[src/rtl/serial_add_ctrl.sv]
// Bit-serial adder controller: one full-adder cell stepped over WIDTH cycles, LSB first.
// Operands are captured on an accepted start; sum/cout are valid while done pulses.
module serial_add_ctrl #(
  parameter int WIDTH = 8
) (
  input  logic             clk,
  input  logic             rst,
  input  logic             start,
  input  logic [WIDTH-1:0] a,
  input  logic [WIDTH-1:0] b,
  input  logic             cin,
  output logic             busy,
  output logic             done,
  output logic [WIDTH-1:0] sum,
  output logic             cout,
  output logic [1:0]       dbg_state
);

  localparam int CW = $clog2(WIDTH) + 1;

  typedef enum logic [1:0] {
    S_IDLE = 2'd0,
    S_RUN  = 2'd1,
    S_DONE = 2'd2
  } state_t;

  state_t           state_q, state_d;
  logic [WIDTH-1:0] a_sh_q, a_sh_d;
  logic [WIDTH-1:0] b_sh_q, b_sh_d;
  logic [WIDTH-1:0] sum_q, sum_d;
  logic [CW-1:0]    cnt_q, cnt_d;
  logic             carry_q, carry_d;
  logic             cout_q, cout_d;
  logic             busy_q, busy_d;
  logic             done_q, done_d;

  logic             fa_s;
  logic             fa_c;
  logic             accept;
  logic             last_bit;
  logic [WIDTH-1:0] sum_shifted;

  // The single full-adder cell shared by every bit position.
  assign fa_s = a_sh_q[0] ^ b_sh_q[0] ^ carry_q;
  assign fa_c = (a_sh_q[0] & b_sh_q[0]) | (a_sh_q[0] & carry_q) | (b_sh_q[0] & carry_q);

  assign accept   = start && ((state_q == S_IDLE) || (state_q == S_DONE));
  assign last_bit = (cnt_q == CW'(WIDTH - 1));

  // New sum bit enters at the MSB so that after WIDTH steps bit 0 sits at the LSB.
  generate
    if (WIDTH == 1) begin : g_w1
      assign sum_shifted = fa_s;
    end else begin : g_wn
      assign sum_shifted = {fa_s, sum_q[WIDTH-1:1]};
    end
  endgenerate

  always_comb begin
    state_d = state_q;
    a_sh_d  = a_sh_q;
    b_sh_d  = b_sh_q;
    sum_d   = sum_q;
    cnt_d   = cnt_q;
    carry_d = carry_q;
    cout_d  = cout_q;
    busy_d  = 1'b0;
    done_d  = 1'b0;

    case (state_q)
      S_RUN: begin
        a_sh_d  = a_sh_q >> 1;
        b_sh_d  = b_sh_q >> 1;
        sum_d   = sum_shifted;
        carry_d = fa_c;
        cnt_d   = cnt_q + CW'(1);
        if (last_bit) begin
          cout_d  = fa_c;
          state_d = S_DONE;
          done_d  = 1'b1;
        end else begin
          busy_d  = 1'b1;
        end
      end
      default: begin
        // IDLE and DONE both accept; sum/cout are left to be overwritten in RUN.
        if (accept) begin
          a_sh_d  = a;
          b_sh_d  = b;
          carry_d = cin;
          cnt_d   = '0;
          state_d = S_RUN;
          busy_d  = 1'b1;
        end else begin
          state_d = S_IDLE;
        end
      end
    endcase
  end

  always_ff @(posedge clk or posedge rst) begin
    if (rst) begin
      state_q <= S_IDLE;
      a_sh_q  <= '0;
      b_sh_q  <= '0;
      sum_q   <= '0;
      cnt_q   <= '0;
      carry_q <= 1'b0;
      cout_q  <= 1'b0;
      busy_q  <= 1'b0;
      done_q  <= 1'b0;
    end else begin
      state_q <= state_d;
      a_sh_q  <= a_sh_d;
      b_sh_q  <= b_sh_d;
      sum_q   <= sum_d;
      cnt_q   <= cnt_d;
      carry_q <= carry_d;
      cout_q  <= cout_d;
      busy_q  <= busy_d;
      done_q  <= done_d;
    end
  end

  assign busy      = busy_q;
  assign done      = done_q;
  assign sum       = sum_q;
  assign cout      = cout_q;
  assign dbg_state = state_q;

endmodule
[config.mk]
export PLATFORM = sky130hd
export DESIGN_NAME = serial_add_ctrl
export DESIGN_NICKNAME = d
export VERILOG_FILES = /design/src/rtl/serial_add_ctrl.sv
export SDC_FILE = /design/constraint.sdc
export NUM_CORES = 1
export LEC_CHECK = 0
export ABC_AREA = 1
export BUFFER_PORTS_ARGS = -buffer_cell sky130_fd_sc_hd__buf_4
export CAP_MARGIN = 20
export CORE_MARGIN = 2
export CORE_UTILIZATION = 30
export CTS_CLUSTER_SIZE = 20
export DETAILED_ROUTE_END_ITERATION = 6
export PLACE_DENSITY = 0.52
export SYNTH_ARGS = -nofsm -noshare
export SYNTH_HDL_FRONTEND = slang
export SYNTH_SLANG_ARGS = --single-unit
[constraint.sdc]
create_clock -name clk -period 1.4 [get_ports clk]
set_clock_uncertainty 0.05 [all_clocks]
set_input_delay 0.14 -clock clk [delete_from_list [all_inputs] [get_ports clk]]
set_output_delay 0.14 -clock clk [all_outputs]
set_load 0.03 [all_outputs]
Word level (Yosys, flattened, before mapping)
Index checks and enable logic that the tools add are counted.
{"block": "word_totals", "rom_bits": 0, "ram_bits": 0, "mem_count": 0, "register_bits": 34, "latch_bits": 0, "out_inout_bits": 13}
{"block": "op_classes", "div": 0, "n_eq_ne": 4, "n_shift": 0, "reduce_logical": 5, "multipliers": 0, "add_sub_neg": 1, "bitwise": 7, "order_cmp": 0, "mux": 16}
{"operator": "$mux W8", "count": 4}
{"operator": "$mux W1", "count": 8}
{"operator": "$mux W4", "count": 2}
{"operator": "$add A4 B1 Y4 const B", "count": 1}
{"operator": "$eq A4 B3 Y1 const B", "count": 1}
{"operator": "$mux W2", "count": 2}
{"operator": "$and A1 B1 Y1", "count": 3}
{"operator": "$eq A2 B1 Y1 const B", "count": 1}
{"operator": "$eq A2 B2 Y1 const B", "count": 1}
{"operator": "$logic_not A2 Y1", "count": 1}
{"operator": "$ne A2 B2 Y1 const B", "count": 1}
{"operator": "$or A1 B1 Y1", "count": 2}
{"operator": "$reduce_and A2 Y1", "count": 1}
{"operator": "$reduce_bool A2 Y1", "count": 1}
{"operator": "$xor A1 B1 Y1", "count": 2}
{"operator": "$logic_and A1 B1 Y1", "count": 1}
{"operator": "$logic_or A1 B1 Y1", "count": 1}

Longest topological paths before layout
Gate-level depths: netlist (run 1).
{"block": "logic_depth", "depth_word": 5, "mapped_depth": 7, "ltp_nobuf": 6}

Worst setup path before layout (run 1)
Ideal clock, no wire load.
{"block": "synth_path", "path_type": "flip-flop to flip-flop", "startpoint": "register state_q[0] (netlist: dbg_state[0])", "endpoint": "register cnt_q[3]", "path_stages_with_launch": 7, "required_ns": 1.234, "setup_ns": 0.116, "path_slack_ns": 0.101, "t_arrival_ns": 1.132, "synth_period_minus_slack_ns": 1.299, "path_buffers": 1, "path_cell_list": "dfrtp_1 inv_2 nor2_8 buf_6 nand3_1 nand2_1 nand2_1"}
{"block": "synth_between", "elab_chain_cells": 4}
{"item": "start, declared", "line_no": "27", "source": "state_t state_q, state_d;"}
{"item": "start signal, assigned", "line_no": "113", "source": "state_q <= state_d;"}
{"item": "$eq A2 B2 Y1 or $logic_not A2 Y1 (tied branches)", "line_no": "47", "source": "assign accept = start && ((state_q == S_IDLE) || (state_q == S_DONE));"}
{"item": "$logic_or A1 B1 Y1", "line_no": "47"}
{"item": "$logic_and A1 B1 Y1", "line_no": "47"}
{"item": "$reduce_bool A2 Y1 (no source line)"}
{"item": "end signal, assigned", "line_no": "117", "source": "cnt_q <= cnt_d;"}
{"item": "end, declared", "line_no": "31", "source": "logic [CW-1:0] cnt_q, cnt_d;"}
Parallel ways exist; a longest one is shown, timed or not.
A chain may end at the register's enable or synchronous reset.

Final worst setup path (run 1)
{"block": "layout_path", "startpoint": "register state_q[0] (netlist: dbg_state[0])", "endpoint": "register b_sh_q[3]"}
{"block": "layout_between", "elab_chain_cells": 4}
{"item": "$eq A2 B2 Y1 or $logic_not A2 Y1 (tied branches)", "line_no": "47"}
{"item": "$logic_or A1 B1 Y1", "line_no": "47"}
{"item": "$logic_and A1 B1 Y1", "line_no": "47"}
{"item": "$reduce_bool A2 Y1 (no source line)"}
{"item": "end signal, assigned", "line_no": "115", "source": "b_sh_q <= b_sh_d;"}
{"item": "end, declared", "line_no": "29", "source": "logic [WIDTH-1:0] b_sh_q, b_sh_d;"}
Parallel ways exist; a longest one is shown, timed or not.

==> results.sh, run 1 <==
export IMPL_startpoint_type="register"
export IMPL_die_x_um=76.1
export IMPL_power_share_clock_pct=15.7
export IMPL_final_cells=311
export IMPL_grt_pass1_vias=1154
export IMPL_wl_met2_mm=1.19
export IMPL_hold_path_class="in -> reg"
export IMPL_p_total_w=0.00440
export IMPL_fp_row_count=26
export IMPL_syn2layout_area_growth_pct=28.2
export IMPL_synth_edf_count=0
export IMPL_ant_nets=0
export IMPL_status="finished, final reports clean"
export IMPL_synth_top_area_share_pct=54.5
export IMPL_sw_frac_of_total_pct=41.7
export IMPL_synth_ff_type="dfrtp_1"
export IMPL_topRoutingLayerUsed="met4"
export IMPL_overflow=0
export IMPL_drcViolationCount=0
export IMPL_worstPathRequired_ns=1.57
export IMPL_setup_viol=0
export IMPL_power_switching_w=0.00184
export IMPL_antenna_found_initial=0
export IMPL_period_minus_slack_ns=1.24
export IMPL_clock_root_buffer="clkbuf_8"
export IMPL_power_leakage_nw=1.16
export IMPL_dieHeight_um=76.1
export IMPL_pwr_share_seq_pct=38.6
export IMPL_fmax_mhz=806
export IMPL_arrival_ns=1.41
export IMPL_grt_total_usage_pct=11.6
export IMPL_tns_ns=0
export IMPL_synth_warnings=0
export IMPL_finalCritPeriodShare_pct=88.6
export IMPL_io_pins=33
export IMPL_cts_tree="done"
export IMPL_fillers=562
export IMPL_grt_pass1_wl_mm=5.33
export IMPL_synth_common_cells="nand2_1, dfrtp_1, inv_1"
export IMPL_detail_route_vias_per_cell=3.98
export IMPL_final_net_count=264
export IMPL_crit_type="reg -> reg"
export IMPL_cts_setup_buffers=0
export IMPL_cts_resized=0
export IMPL_cts_clk_slew_worst_paths_ns=0.06
export IMPL_yosysSeqAreaShare_pct=54.5
export IMPL_netlist_area_um2=1560
export IMPL_core_area_um2=5070
export IMPL_cts_hold_buf=2
export IMPL_syn_instance_count=201
export IMPL_power_density_nw_per_um2=2200
export IMPL_fin_util_pct=39.4
export IMPL_start_util_pct=30.8
export IMPL_grt_max_degree=35
export IMPL_maxCapViolCount=0
export IMPL_tightest_slew_ns=0.418
export IMPL_cts_sinks=34
export IMPL_synthArstFlopShare_pct=100
export IMPL_met3_length_um=164
export IMPL_crit_fanout=20
export IMPL_ff_latch_area_um2=851
export IMPL_final_hold_viol_count=0
export IMPL_ys_types=15
export IMPL_wl_mm=2.95
export IMPL_drtIter0Drc=59
export IMPL_syn_nets=223
export IMPL_synth_area_leaders="dfrtp_1, nand2_1, inv_1"
export IMPL_clk_path_buf_depth=2
export IMPL_multi_input_area_um2=558
export IMPL_vias=1237
export IMPL_rsz0062_at_grt="false"
export IMPL_detail_route_first_pass_iterations=4
export IMPL_clk_latency_ns=0.28
export IMPL_die_area_um2=5800
export IMPL_detailed_place_hpwl_mm=2.08
export IMPL_power_internal_w=0.00256
export IMPL_yosys_area_top_type="dfrtp_1"
export IMPL_numCtsBuffers=5
export IMPL_gp_congestion=0.688
export IMPL_wl_met1_mm=1.52
export IMPL_ys_ff_latch=34
export IMPL_vdd_drop_max_mv=0.800
export IMPL_max_slew_margin_pct=72.1
export IMPL_h_tree_depth=2
export IMPL_pwr_share_comb_pct=45.7
export IMPL_wire_per_inst_um=9.47
export IMPL_drive_above_1_share_pct=19.9
export IMPL_placed_cells=303
export IMPL_diodes=0
export IMPL_post_synth_cell_area_avg_um2=7.77
export IMPL_yosysMostFrequentCell="nand2_1"
export IMPL_port_buffers=32
export IMPL_end_kind="register"
export IMPL_report_final_slew_viol_count=0
## routing by layer
layer	GRT usage, %	up-vias
met3	3.20	8
met4	6.00	0
met2	16.8	30
li1	-	658
met5	0	-
met1	15.8	541
## path summary, 6_finish.rpt
kind,start,to,slack [ns],cells past startpoint
min,a[7],a_sh_q[7],0.01,3
max,dbg_state[0],b_sh_q[3],0.16,6
max reg2reg,dbg_state[0],b_sh_q[3],0.16,6
max in group asynchronous,rst,b_sh_q[1],0.54,4
min reg2reg,a_sh_q[7],a_sh_q[7],0.42,2
min in group asynchronous,rst,a_sh_q[2],0.46,4
## cells in the final DEF, fill, tap and decap left out
cell / n
clkbuf_8: 6
inv_2: 2
dfrtp_1: 34
nor2_4: 1
inv_1: 26
nand2_1: 116
buf_12: 1
a21oi_1: 1
fa_1: 1
dlygate4sd3_1: 2
nand3_1: 4
buf_4: 37
o21ai_0: 3
ha_1: 1
nor2_8: 1
nor2_1: 5
## cell families after synthesis
group / Yosys count / synth area share [%]
simple gates: 127 / 32.4
buf+inv: 34 / 9.78
flops: 34 / 54.5
compound gates: 4 / 1.28
fa+ha+maj: 2 / 2.08
## final cells by class
type / count / share of cell area, %
clock buffer: 6 / 4.13
inverter: 28 / 5.25
multi-input combinational: 133 / 27.9
sequential: 34 / 42.5
tap: 70 / 4.38
timing repair buffer: 40 / 15.9
## through the flow
step / hold WS, ns / setup slack, ns / area, um2
after floorplan: 0.207 / 0.101 / 1560
after global placement: 0.222 / 0.149 / 1900
after detailed placement: 0.225 / 0.147 / 1900
after CTS: 0.00604 / 0.125 / 2000
after global routing: 0.0246 / 0.00491 / 2000
final: 0.0139 / 0.159 / 2000
## registers in the layout, summed over array words and instances, names as in the netlist
name,cells
busy,1
done,1
dbg_state,2
cnt_q,4
cout,1
a_sh_q,8
carry_q,1
sum,8
b_sh_q,8
## power by group through the flow
stage | combinational, W | clock (W) | sequential (W)
after floorplan | 0.00120 | 0 | 0.00196
after global placement | 0.00203 | 0 | 0.00172
after detailed placement | 0.00205 | 0 | 0.00171
after CTS | 0.00206 | 0.000732 | 0.00170
after global routing | 0.00234 | 0.000773 | 0.00177
final | 0.00201 | 0.000691 | 0.00170
## critical path, stage by stage (launching register included)
cell	delay (ns)
dfrtp_1	0.44
inv_2	0.09
nand2_1	0.08
nand2_1	0.08
inv_2	0.27
nand2_1	0.09
nand2_1	0.07
(Power assumes the default switching activity.)
==> run 2: changes to the inputs <==
==> constraint.sdc (replaced) <==
create_clock -name clk -period 1.4 [get_ports clk]
set_clock_uncertainty 0.05 [all_clocks]
set_input_delay 0 -clock clk [delete_from_list [all_inputs] [get_ports clk]]
set_output_delay 0 -clock clk [all_outputs]
set_load 0.03 [all_outputs]
==> results.sh, run 2 (synthesis gave the netlist of run 1 again) <==
export IMPL_tns_ns=0
export IMPL_end_kind="register"
export IMPL_antenna_found_initial=0
export IMPL_final_common_cell="nand2_1"
export IMPL_drtIter0Drc=65
export IMPL_finalCritPeriodShare_pct=87.0
export IMPL_cts_clk_slew_worst_paths_ns=0.07
export IMPL_wl_mm=3.16
export IMPL_fp_row_count=26
export IMPL_maxCapViolCount=0
export IMPL_power_share_clock_pct=15.3
export IMPL_detail_route_vias_per_cell=4.02
export IMPL_grt_pass1_vias=1322
export IMPL_drcViolationCount=0
export IMPL_detail_route_first_pass_iterations=4
export IMPL_detailed_place_hpwl_mm=2.11
export IMPL_pwr_share_seq_pct=38.4
export IMPL_fmax_mhz=821
export IMPL_core_area_um2=5070
export IMPL_reg2regPathDepth=7
export IMPL_grt_max_degree=35
export IMPL_worstPathRequired_ns=1.57
export IMPL_gp_congestion=0.709
export IMPL_hold_slack_ns=0.321
export IMPL_cts_tree="done"
export IMPL_power_switching_w=0.00189
export IMPL_report_final_slew_viol_count=0
export IMPL_h_tree_depth=2
export IMPL_clk_latency_ns=0.28
export IMPL_vdd_drop_max_mv=0.736
export IMPL_arrival_ns=1.39
export IMPL_pwr_share_comb_pct=46.3
export IMPL_final_net_count=281
export IMPL_numCtsBuffers=5
export IMPL_status="finished, final reports clean"
export IMPL_io_pins=33
export IMPL_grt_total_usage_pct=12.6
export IMPL_crit_type="reg -> reg"
export IMPL_ant_nets=0
export IMPL_layout_common_cells="nand2_1, buf_4, dfrtp_1, inv_1, dlygate4sd3_1"
export IMPL_cp_slowest_cell="dfrtp_1"
export IMPL_rsz0062_at_grt="false"
export IMPL_max_slew_margin_pct=70.7
export IMPL_port_buffers=32
export IMPL_cts_sinks=34
export IMPL_overflow=0
export IMPL_diodes=0
export IMPL_cp_cell_sequence="inv_2, nor2_8, buf_4, nand2_1, nand2_1, inv_1, nand2_1"
export IMPL_vias=1324
export IMPL_power_internal_w=0.00256
export IMPL_power_density_nw_per_um2=2050
export IMPL_start_util_pct=30.8
export IMPL_sw_frac_of_total_pct=42.4
export IMPL_power_leakage_nw=1.23
export IMPL_startpoint_type="register"
export IMPL_crit_fanout=15
export IMPL_setup_viol=0
export IMPL_syn2layout_area_growth_pct=39.0
export IMPL_clk_path_buf_depth=2
export IMPL_period_minus_slack_ns=1.22
export IMPL_final_hold_viol_count=0
export IMPL_hold_path_class="in -> async"
export IMPL_tightest_slew_ns=0.440
export IMPL_path_common_cell="nand2_1"
export IMPL_cp_slowest_stage_delay_ns=0.44
export IMPL_die_x_um=76.1
export IMPL_cp_top_family="flip-flops"
export IMPL_critical_path_depth=7
export IMPL_dieHeight_um=76.1
export IMPL_grt_pass1_wl_mm=5.83
export IMPL_cts_setup_buffers=0
export IMPL_path_buf_inv=3
export IMPL_die_area_um2=5800
export IMPL_drive_above_1_share_pct=18.5
export IMPL_wire_per_inst_um=9.59
export IMPL_clock_root_buffer="clkbuf_8"
export IMPL_p_total_w=0.00445
==> run 2: cell types whose count changed in the layout (fill, tap and decap cells not counted), sizes merged <==
cell / before / now
clkbuf: 6 / 7
dlygate4sd3: 2 / 19
==> run 2: what timing repair did <==
| action | CTS | global route |
|---|---|---|
| hold buffers | 19 | 0 |
| endpoints found under the setup margin | 0 | 6 |
| resized for setup | 0 | 3 |
| hold endpoints to repair | 52 | 0 |
==> run 2: area by class of cell <==
| cell class | instances | area (um2) |
|---|---|---|
| fill | 572 | 2900 |
| sequential | 34 | 851 |
| inverter | 28 | 108 |
| tap | 70 | 87.6 |
| clock buffer | 7 | 76.3 |
| multi-input combinational | 133 | 561 |
| timing repair buffer | 57 | 488 |
==> run 2: path summary, 6_finish.rpt <==
| check | from | end | slack, ns |
|---|---|---|---|
| max | dbg_state[0] | b_sh_q[3] | 0.18 |
| min | rst | a_sh_q[2] | 0.32 |
| max reg2reg | dbg_state[0] | b_sh_q[3] | 0.18 |
| min reg2reg | a_sh_q[7] | a_sh_q[7] | 0.42 |
| max in group asynchronous | rst | b_sh_q[1] | 0.66 |
| min in group clk | a[7] | a_sh_q[7] | 0.41 |
==> run 2: routing by layer <==
| metal | GRT usage [%] | vias up | part of all wire (%) |
|---|---|---|---|
| li1 | - | 698 | - |
| met1 | 16.4 | 592 | 51 |
| met2 | 19.4 | 29 | 43 |
| met3 | 3.79 | 5 | 4.5 |
| met4 | 5.64 | 0 | 1.4 |
| met5 | 0 | - | 0 |
==> run 2: power by group through the flow <==
| stage | registers (W) | logic, W | clock network [W] |
|---|---|---|---|
| final | 0.00171 | 0.00206 | 0.000679 |
| after global routing | 0.00177 | 0.00242 | 0.000750 |
| after CTS | 0.00171 | 0.00210 | 0.000701 |
| after detailed placement | 0.00172 | 0.00205 | 0 |
| after global placement | 0.00172 | 0.00203 | 0 |
| after floorplan | 0.00196 | 0.00120 | 0 |
==> run 2: worst register-to-register path, cell delays in order (launching register included) <==
cell and delay, ns:
dfrtp_1 0.44, inv_2 0.09, nor2_8 0.21, buf_4 0.18, nand2_1 0.06, nand2_1 0.05, inv_1 0.03, nand2_1 0.04
==> run 2: metrics by stage <==
step	util, %	instances	setup slack, ns	instance area (um2)
4_1_cts	42.7	329	0.108	2170
3_3_place_gp	37.4	303	0.139	1900
6_report	42.8	329	0.182	2170
3_5_place_dp	37.4	303	0.109	1900
2_1_floorplan	-	201	0.101	1560
5_1_grt	42.8	329	0.0448	2170
==> run 3: changes to the inputs <==
--- a/config.mk
+++ b/config.mk
@@ -5,7 +5,6 @@
 export SDC_FILE = /design/constraint.sdc
 export NUM_CORES = 1
 export LEC_CHECK = 0
-export ABC_AREA = 1
 export BUFFER_PORTS_ARGS = -buffer_cell sky130_fd_sc_hd__buf_4
 export CAP_MARGIN = 20
 export CORE_MARGIN = 2
==> results.sh, run 3 <==
export IMPL_finalInstanceArea_um2=2050
export IMPL_syn_instance_count=101
export IMPL_synthArstFlopShare_pct=100
export IMPL_setup_viol=0
export IMPL_grt_pass1_wl_mm=4.64
export IMPL_synth_common_cells="dfrtp_1, a22o_1, a21o_1"
export IMPL_cts_sinks=34
export IMPL_port_buffers=32
export IMPL_overflow=0
export IMPL_worstPathRequired_ns=1.51
export IMPL_grt_total_usage_pct=11.4
export IMPL_ff_latch_area_um2=853
export IMPL_tightest_slew_ns=0.434
export IMPL_cp_slowest_stage_delay_ns=0.38
export IMPL_wire_per_inst_um=12.8
export IMPL_yosysMostFrequentCell="dfrtp_1"
export IMPL_report_final_slew_viol_count=0
export IMPL_startpoint_type="register"
export IMPL_numCtsBuffers=5
export IMPL_fmax_mhz=752
export IMPL_status="finished, final reports clean"
export IMPL_core_area_um2=4690
export IMPL_io_pins=33
export IMPL_multi_input_area_um2=529
export IMPL_max_slew_margin_pct=71.1
export IMPL_synth_ff_type="dfrtp_1"
export IMPL_yosys_area_top_type="dfrtp_1"
export IMPL_detail_route_vias_per_cell=4.84
export IMPL_period_minus_slack_ns=1.33
export IMPL_grt_busiest_layer="met2"
export IMPL_yosysSeqAreaShare_pct=59.0
export IMPL_clk_path_buf_depth=2
export IMPL_final_common_cell="buf_4"
export IMPL_final_net_count=182
export IMPL_antenna_found_initial=0
export IMPL_die_x_um=73.3
export IMPL_use_met2_pct=19.9
export IMPL_cp_cell_sequence="ha_2, and4b_4, mux2_1"
export IMPL_clock_root_buffer="clkbuf_8"
export IMPL_place_area_um2=1780
export IMPL_finalCritPeriodShare_pct=95.0
export IMPL_fillers=451
export IMPL_synth_top_area_share_pct=59.0
export IMPL_die_area_um2=5380
export IMPL_netlist_area_um2=1440
export IMPL_final_hold_viol_count=0
export IMPL_fp_row_count=25
export IMPL_detailed_place_hpwl_mm=1.87
export IMPL_diodes=0
export IMPL_use_met1_pct=13.0
export IMPL_wl_mm=2.75
export IMPL_clk_latency_ns=0.28
export IMPL_detail_route_first_pass_iterations=4
export IMPL_maxCapViolCount=0
export IMPL_cts_clk_slew_worst_paths_ns=0.07
export IMPL_dieHeight_um=73.3
export IMPL_drtIter0Drc=27
export IMPL_drive_above_1_share_pct=33.5
export IMPL_crit_fanout=4
export IMPL_syn_nets=123
export IMPL_cts_tree="done"
export IMPL_gp_congestion=0.689
export IMPL_cp_slowest_cell="dfrtp_1"
export IMPL_ant_nets=0
export IMPL_grt_max_degree=35
export IMPL_ys_ff_latch=34
export IMPL_drcViolationCount=0
export IMPL_rsz0062_at_grt="false"
export IMPL_end_kind="register"
export IMPL_vdd_drop_max_mv=0.648
export IMPL_hold_path_class="in -> reg"
export IMPL_synth_edf_count=0
export IMPL_synth_area_leaders="dfrtp_1, a22o_1, a21o_1"
export IMPL_ys_types=21
export IMPL_grt_pass1_vias=1061
export IMPL_crit_type="reg -> reg"
export IMPL_arrival_ns=1.44
export IMPL_start_util_pct=30.7
export IMPL_vias=1040
export IMPL_tns_ns=0
export IMPL_post_synth_cell_area_avg_um2=14.3
export IMPL_power_leakage_nw=1.06
export IMPL_syn2layout_area_growth_pct=42.0
export IMPL_power_density_nw_per_um2=2220
export IMPL_synth_warnings=0
export IMPL_layout_common_cells="buf_4, dfrtp_1, a22o_1, dlygate4sd3_1, a21o_1"
export IMPL_met3_usage_pct=4.53
export IMPL_h_tree_depth=2
[run 3: area by class of cell]
class	count	share of cell area, %
well taps	54	3.30
flip-flops and latches	34	41.7
clock buffers	8	3.91
repair buffers	59	25.1
multi-input cells	59	25.9
inverters	1	0.183
[run 3: path summary, 6_finish.rpt]
| check | start | endpoint | slack [ns] | cells past startpoint |
|---|---|---|---|---|
| max in group asynchronous | rst | dbg_state[0] | 0.64 | 4 |
| min in group asynchronous | rst | sum[1] | 0.32 | 4 |
| hold reg to reg | b_sh_q[1] | b_sh_q[1] | 0.43 | 1 |
| setup / recovery | cnt_q[1] | cout | 0.07 | 3 |
| setup reg to reg | cnt_q[1] | cout | 0.07 | 3 |
| hold / removal | start | cnt_q[0] | 0.24 | 4 |
[run 3: through the flow]
step	hold WS [ns]	util, %	power [W]	worst slack [ns]	std cells
floorplan	0.0897	-	0.00321	0.000308	101
global placement	0.0754	38.0	0.00379	0.0706	189
detailed placement	0.0862	38.0	0.00386	0.0369	189
CTS	0.240	43.5	0.00461	0.0290	215
global route	0.247	43.6	0.00488	0.00278	215
finish	0.243	43.6	0.00454	0.0694	215
[run 3: routing by layer]
| metal | vias up | wire, um |
|---|---|---|
| met3 | 3 | 179 |
| met4 | 0 | 30 |
| met2 | 36 | 1350 |
| li1 | 490 | - |
| met1 | 511 | 1200 |
| met5 | - | 0 |
[run 3: critical path, delay by kind of cell (launching register included)]
family,cells,cell delay [ns]
fa+ha+maj,1,0.22
flops,1,0.38
mux,1,0.31
simple gates,1,0.25
[run 3: cell families after synthesis]
group           count (synthesis)  synth area share (%)
xor+xnor                        1                 0.608
fa+ha+maj                       2                  2.26
flops                          34                  59.0
compound gates                 34                  19.4
simple gates                   11                  5.73
mux                            11                  8.42
buf+inv                         8                  4.60
[run 3: power by group]
group / total [W] / switching [W] / internal, W / leakage (nW)
Sequential: 0.00171 / 0.000274 / 0.00143 / 0.421
Clock: 0.000680 / 0.000327 / 0.000353 / 0.0395
Combinational: 0.00216 / 0.00104 / 0.00112 / 0.595
Total: 0.00454 / 0.00164 / 0.00291 / 1.06
[run 3: what timing repair did]
item                                    CTS  global route
hold buffers                             18             0
endpoints found under the setup margin    0             2
buffers inserted                          0             0
resized for setup                         0             2
endpoints found under the hold margin    51             0
